File: src/rtl/mem_pkg.sv
// Shared constants and types for the 8-word register memory and its request port.
package mem_pkg;
    localparam int DATA_W = 16;
    localparam int ADDR_W = 3;
    localparam int DEPTH  = 2 ** ADDR_W;

    typedef logic [DATA_W-1:0] word_t;

    typedef enum logic {
        IDLE = 1'b0,
        RESP = 1'b1
    } state_t;
endpackage

File: src/rtl/ram8_req_port_if.sv
// Valid/ready request and response channels between a requester and ram8_req_port.
interface ram8_req_port_if;
    import mem_pkg::*;

    logic              req_valid;
    logic              req_ready;
    logic              req_we;
    logic [ADDR_W-1:0] req_addr;
    word_t             req_wdata;

    logic              rsp_valid;
    logic              rsp_ready;
    word_t             rsp_data;
    logic              rsp_we;
    logic              rsp_err;

    modport master (
        output req_valid, req_we, req_addr, req_wdata, rsp_ready,
        input  req_ready, rsp_valid, rsp_data, rsp_we, rsp_err
    );

    modport slave (
        input  req_valid, req_we, req_addr, req_wdata, rsp_ready,
        output req_ready, rsp_valid, rsp_data, rsp_we, rsp_err
    );
endinterface

File: src/rtl/demux_1to8.sv
// Routes a single bit to one of eight outputs; with din tied high it is a one-hot decoder.
module demux_1to8 (
    input  logic       din,
    input  logic [2:0] sel,
    output logic [7:0] y
);
    always_comb begin
        y      = '0;
        y[sel] = din;
    end
endmodule

File: src/rtl/mux_8to1.sv
// Eight-way word selector used on the read path.
module mux_8to1 #(
    parameter int W = 16
) (
    input  logic [2:0]   sel,
    input  logic [W-1:0] d [8],
    output logic [W-1:0] y
);
    assign y = d[sel];
endmodule

File: src/rtl/ram8_req_port.sv
// 8 x 16-bit register memory behind a valid/ready request port with a registered,
// one-cycle-latency response that holds under backpressure.
module ram8_req_port
    import mem_pkg::*;
(
    input  logic             clk,
    input  logic             rst_n,
    ram8_req_port_if.slave   bus,
    output logic [DEPTH-1:0] word_valid
);
    state_t           state_q, state_d;
    word_t            mem_q [DEPTH];
    word_t            mem_d [DEPTH];
    logic [DEPTH-1:0] word_valid_q, word_valid_d;
    word_t            rsp_data_q, rsp_data_d;
    logic             rsp_we_q, rsp_we_d;
    logic             rsp_err_q, rsp_err_d;

    logic             accept;
    logic [DEPTH-1:0] dec_onehot;
    logic [DEPTH-1:0] wr_en;
    word_t            rd_word;
    logic             rd_err;

    // A held response frees the port in the same cycle it is consumed.
    assign bus.req_ready = rst_n && (state_q == IDLE || bus.rsp_ready);
    assign accept        = bus.req_valid && bus.req_ready;

    demux_1to8 u_wr_dec (
        .din (1'b1),
        .sel (bus.req_addr),
        .y   (dec_onehot)
    );

    mux_8to1 #(.W(DATA_W)) u_rd_mux (
        .sel (bus.req_addr),
        .d   (mem_q),
        .y   (rd_word)
    );

    assign wr_en  = dec_onehot & {DEPTH{accept && bus.req_we}};
    assign rd_err = ~word_valid_q[bus.req_addr];

    always_comb begin
        state_d      = state_q;
        rsp_data_d   = rsp_data_q;
        rsp_we_d     = rsp_we_q;
        rsp_err_d    = rsp_err_q;
        word_valid_d = word_valid_q | wr_en;
        for (int i = 0; i < DEPTH; i++) begin
            mem_d[i] = wr_en[i] ? bus.req_wdata : mem_q[i];
        end

        if (accept) begin
            state_d  = RESP;
            rsp_we_d = bus.req_we;
            if (bus.req_we) begin
                rsp_data_d = bus.req_wdata;
                rsp_err_d  = 1'b0;
            end else begin
                rsp_data_d = rd_err ? '0 : rd_word;
                rsp_err_d  = rd_err;
            end
        end else if (state_q == RESP && bus.rsp_ready) begin
            state_d = IDLE;
        end
    end

    always_ff @(posedge clk or negedge rst_n) begin
        if (!rst_n) begin
            state_q      <= IDLE;
            word_valid_q <= '0;
            rsp_data_q   <= '0;
            rsp_we_q     <= 1'b0;
            rsp_err_q    <= 1'b0;
            for (int i = 0; i < DEPTH; i++) begin
                mem_q[i] <= '0;
            end
        end else begin
            state_q      <= state_d;
            word_valid_q <= word_valid_d;
            rsp_data_q   <= rsp_data_d;
            rsp_we_q     <= rsp_we_d;
            rsp_err_q    <= rsp_err_d;
            for (int i = 0; i < DEPTH; i++) begin
                mem_q[i] <= mem_d[i];
            end
        end
    end

    assign bus.rsp_valid = (state_q == RESP);
    assign bus.rsp_data  = rsp_data_q;
    assign bus.rsp_we    = rsp_we_q;
    assign bus.rsp_err   = rsp_err_q;
    assign word_valid    = word_valid_q;
endmodule

File: src/flat_wrapper.sv
// flat-port wrapper written by rule: the top's interface ports become plain ports
module ram8_req_port_flat import mem_pkg::*;
  (clk, rst_n, word_valid, bus_req_valid, bus_req_we, bus_req_addr, bus_req_wdata, bus_rsp_ready, bus_req_ready, bus_rsp_valid, bus_rsp_data, bus_rsp_we, bus_rsp_err);
  ram8_req_port_if bus_i ();
  input  logic clk;
  input  logic rst_n;
  output logic [DEPTH-1:0] word_valid;
  input wire logic [$bits(bus_i.req_valid)-1:0] bus_req_valid;
  input wire logic [$bits(bus_i.req_we)-1:0] bus_req_we;
  input wire logic [$bits(bus_i.req_addr)-1:0] bus_req_addr;
  input wire logic [$bits(bus_i.req_wdata)-1:0] bus_req_wdata;
  input wire logic [$bits(bus_i.rsp_ready)-1:0] bus_rsp_ready;
  output wire logic [$bits(bus_i.req_ready)-1:0] bus_req_ready;
  output wire logic [$bits(bus_i.rsp_valid)-1:0] bus_rsp_valid;
  output wire logic [$bits(bus_i.rsp_data)-1:0] bus_rsp_data;
  output wire logic [$bits(bus_i.rsp_we)-1:0] bus_rsp_we;
  output wire logic [$bits(bus_i.rsp_err)-1:0] bus_rsp_err;
  assign bus_i.req_valid = bus_req_valid;
  assign bus_i.req_we = bus_req_we;
  assign bus_i.req_addr = bus_req_addr;
  assign bus_i.req_wdata = bus_req_wdata;
  assign bus_i.rsp_ready = bus_rsp_ready;
  assign bus_req_ready = bus_i.req_ready;
  assign bus_rsp_valid = bus_i.rsp_valid;
  assign bus_rsp_data = bus_i.rsp_data;
  assign bus_rsp_we = bus_i.rsp_we;
  assign bus_rsp_err = bus_i.rsp_err;
  ram8_req_port u_core (.clk(clk), .rst_n(rst_n), .bus(bus_i), .word_valid(word_valid));
endmodule
File: config.mk
export PLATFORM = sky130hd
export DESIGN_NAME = ram8_req_port_flat
export DESIGN_NICKNAME = d
export VERILOG_FILES = /design/src/rtl/mem_pkg.sv /design/src/rtl/ram8_req_port_if.sv /design/src/rtl/demux_1to8.sv /design/src/rtl/mux_8to1.sv /design/src/rtl/ram8_req_port.sv /design/src/flat_wrapper.sv
export SDC_FILE = /design/constraint.sdc
export NUM_CORES = 1
export LEC_CHECK = 0
export BUFFER_PORTS_ARGS = -buffer_cell sky130_fd_sc_hd__buf_2
export CAP_MARGIN = 20
export CORE_UTILIZATION = 35
export DETAILED_ROUTE_END_ITERATION = 10
export SKIP_LAST_GASP = 1
export SLEW_MARGIN = 15
export SYNTH_ARGS = -nofsm -noshare
export SYNTH_HDL_FRONTEND = slang
export SYNTH_SLANG_ARGS = --single-unit
File: constraint.sdc
create_clock -name clk -period 1.6 [get_ports clk]
set_input_delay 0.08 -clock clk [delete_from_list [all_inputs] [get_ports clk]]
set_output_delay 0.08 -clock clk [all_outputs]
set_load 0.005 [all_outputs]
==> out/metrics.cfg <==
[finish]
areaGrowthSynthToFinish_pct=30.9
layout_common_cells=155 x dfrtp_1, 101 x mux2_4, 50 x buf_2, 47 x mux2_2, 43 x buf_4
nets=601
final_common_cell=dfrtp_1
drive_above_1_share_pct=61.5
fillers=1714
register_area_um2=3880
diodes=0
multi_input_area_um2=3460
stdcell_area_um2=9300

[timing]
fin_setup_tns_ns=-6.59
slew_violations=0
rsz0062_at_grt=yes
finalSetupViolations=124
max-slew-margin-rel_pct=51.0
finalCriticalPeriod_ns=1.70
whs_ns=-0.175
fmaxAchievable_mhz=587
tightest_slew_ns=0.735
setup_ws_ns=-0.105
period_share_pct=107
finClkSkew_ns=0.00914
final_hold_viol_count=96

[yosys]
synth.avg_cell_area_um2=15.5
yosys.area.top_type=dfrtp_1
synthTopCellsByArea=dfrtp_1 55%, mux2_2 23%, mux4_2 10%
synth_top_cell_area_share_pct=54.6
synth_seq_cells=155
yosysUniqueCellTypes=27
synth_seq_area_share_pct=54.6
syn_area_um2=7110
syn_nets=483
ys_warn_count=0
syn_inst=459

[clock_network]
clock-root-buffer=clkbuf_16
htree_levels=4
ctsLongestPathBuffers=2
clkTransAtPathRegs_ns=0.06
clock_sinks=155
cts_buffers=17
cts_tree=yes
insertion_delay_ns=0.43
cts_hold_buffers=2

[global_routing]
grt_overflow_total=0
grt.total_usage_pct=18.9
grt_pass1_wl_um=28500
grt_max_degree=58
grt_pass1_vias=4764
antenna_found_initial=0

[die]
dieArea_um2=20900
pin_count=52
core_um2=19700
die_w_um=145
start_util_pct=36.1
fp-row-count=51
die_h_um=145

[setup_path]
cp_num_buf_inv=1
path_cells=nand2b_4, nand3_4, nor4_4, buf_4, mux2_2
regToRegStartpoint=u_core.bus.rsp_valid$_DFFE_PN0P_
r2r_slack_ns=-0.10
crit_family=simple AND/OR/NAND/NOR gates
critPathLaunchType=register
cp_slowest_cell=dfrtp_1
cp-end-kind=register
reg2reg_to=u_core.mem_q[93]$_DFFE_PN0P_
critPathMaxStageDelay_ns=0.41
critPathRequiredTime_ns=1.90
reg2reg_depth=5
cp.arrival_ns=2.01
crit_fanout=6
crit_type=register to register

[detailed_routing]
routed_wl_um=18400
drtPass1Iterations=4
dr_total_vias=4447
route.detailed.drc=0
ant_nets=0
vias_per_cell=5.20
avgRoutedWirePerCell_um=21.5
drtIter0Drc=243

[placement]
place_ws_ns=-0.144
dpl_cell_area_um2=8150
place.gp.congestion=0.807
post-dp-hpwl_um=12000
port-buffer-count=51

[hold_path]
worstHoldPathType=input port to asynchronous set/reset pin

[run_status]
violations=negative hold slack, negative setup slack
status=finished with violations

[pwr]
p_leak_nw=4.21
power.density_nw_per_um2=1240
total_power_mw=11.5
ir_drop_v=0.000736

[job]
cap_violations=0

power by group:
group | switching, mW | internal, mW | total [mW]
clock | 1.66 | 2.39 | 4.05
sequential | 0.435 | 4.67 | 5.10
combinational | 0.866 | 1.53 | 2.40
total | 2.96 | 8.59 | 11.5
synth_stat cells, drive strengths merged:
cell    number
dfrtp      155
nand2b       2
nand3        2
nor4         3
and2         1
o31ai        1
nand3b      16
mux4        33
or2          8
and3         1
mux2       148
nor2        17
a21oi       32
nor3         4
clkbuf       6
nand2        7
buf         22
nand4        1
how the worst max path moves through the flow:
stage                                                to  depth (start not counted)                              from  slack, ns
after CTS                 u_core.mem_q[123]$_DFFE_PN0P_                          6  u_core.bus.rsp_valid$_DFFE_PN0P_      -0.12
after global routing       u_core.mem_q[86]$_DFFE_PN0P_                          5  u_core.bus.rsp_valid$_DFFE_PN0P_      -0.16
final                      u_core.mem_q[93]$_DFFE_PN0P_                          5  u_core.bus.rsp_valid$_DFFE_PN0P_      -0.10
after floorplan           u_core.mem_q[119]$_DFFE_PN0P_                          5  u_core.bus.rsp_valid$_DFFE_PN0P_      -0.15
after global placement     u_core.mem_q[39]$_DFFE_PN0P_                          6                   bus_req_addr[0]      -0.14
after detailed placement  u_core.mem_q[116]$_DFFE_PN0P_                          5  u_core.bus.rsp_valid$_DFFE_PN0P_      -0.14
layout make-up:
type / count / share of cell area [%]
clock buffers: 20 / 4.91
well taps: 265 / 3.56
repair buffers: 127 / 11.1
multi-input cells: 276 / 37.2
clock inverters: 12 / 1.49
flip-flops and latches: 155 / 41.7
state kept, by name, indices dropped and copies added (netlist names):
signal / cells
u_core.word_valid: 8
u_core.bus.rsp_data: 16
u_core.bus.rsp_err: 1
u_core.bus.rsp_we: 1
u_core.mem_q: 128
u_core.bus.rsp_valid: 1
routing by layer:
layer | part of all wire [%] | track usage, % | vias up
met3 | 4.8 | 4.14 | 16
met1 | 47 | 26.7 | 2387
met2 | 47 | 29.4 | 111
li1 | - | - | 1933
met4 | 1.1 | 4.93 | 0
met5 | 0 | 0 | -
logic make-up after synthesis:
kind of cell	Yosys count	share of synthesized area, %
buffers and inverters	28	2.75
flip-flops	155	54.6
multiplexers	181	33.9
AND/OR/NAND/NOR	62	6.20
AO/OA/AOI/OAI	33	2.55
metrics by stage:
step | hold WS (ns) | util (%) | std cells
detailed placement | 0.203 | 41.3 | 799
global route | -0.147 | 47.2 | 855
finish | -0.175 | 47.2 | 855
floorplan | -0.216 | - | 459
CTS | -0.173 | 46.2 | 845
global placement | 0.173 | 41.3 | 799
what timing repair did:
item / CTS / global route
pin swaps: 5 / 3
setup buffers: 11 / 11
gates cloned: 1 / 1
hold endpoints to repair: 123 / 96
resized for setup: 62 / 36
endpoints found under the setup margin: 118 / 136
Note: power is estimated with default switching activity, not from simulation.
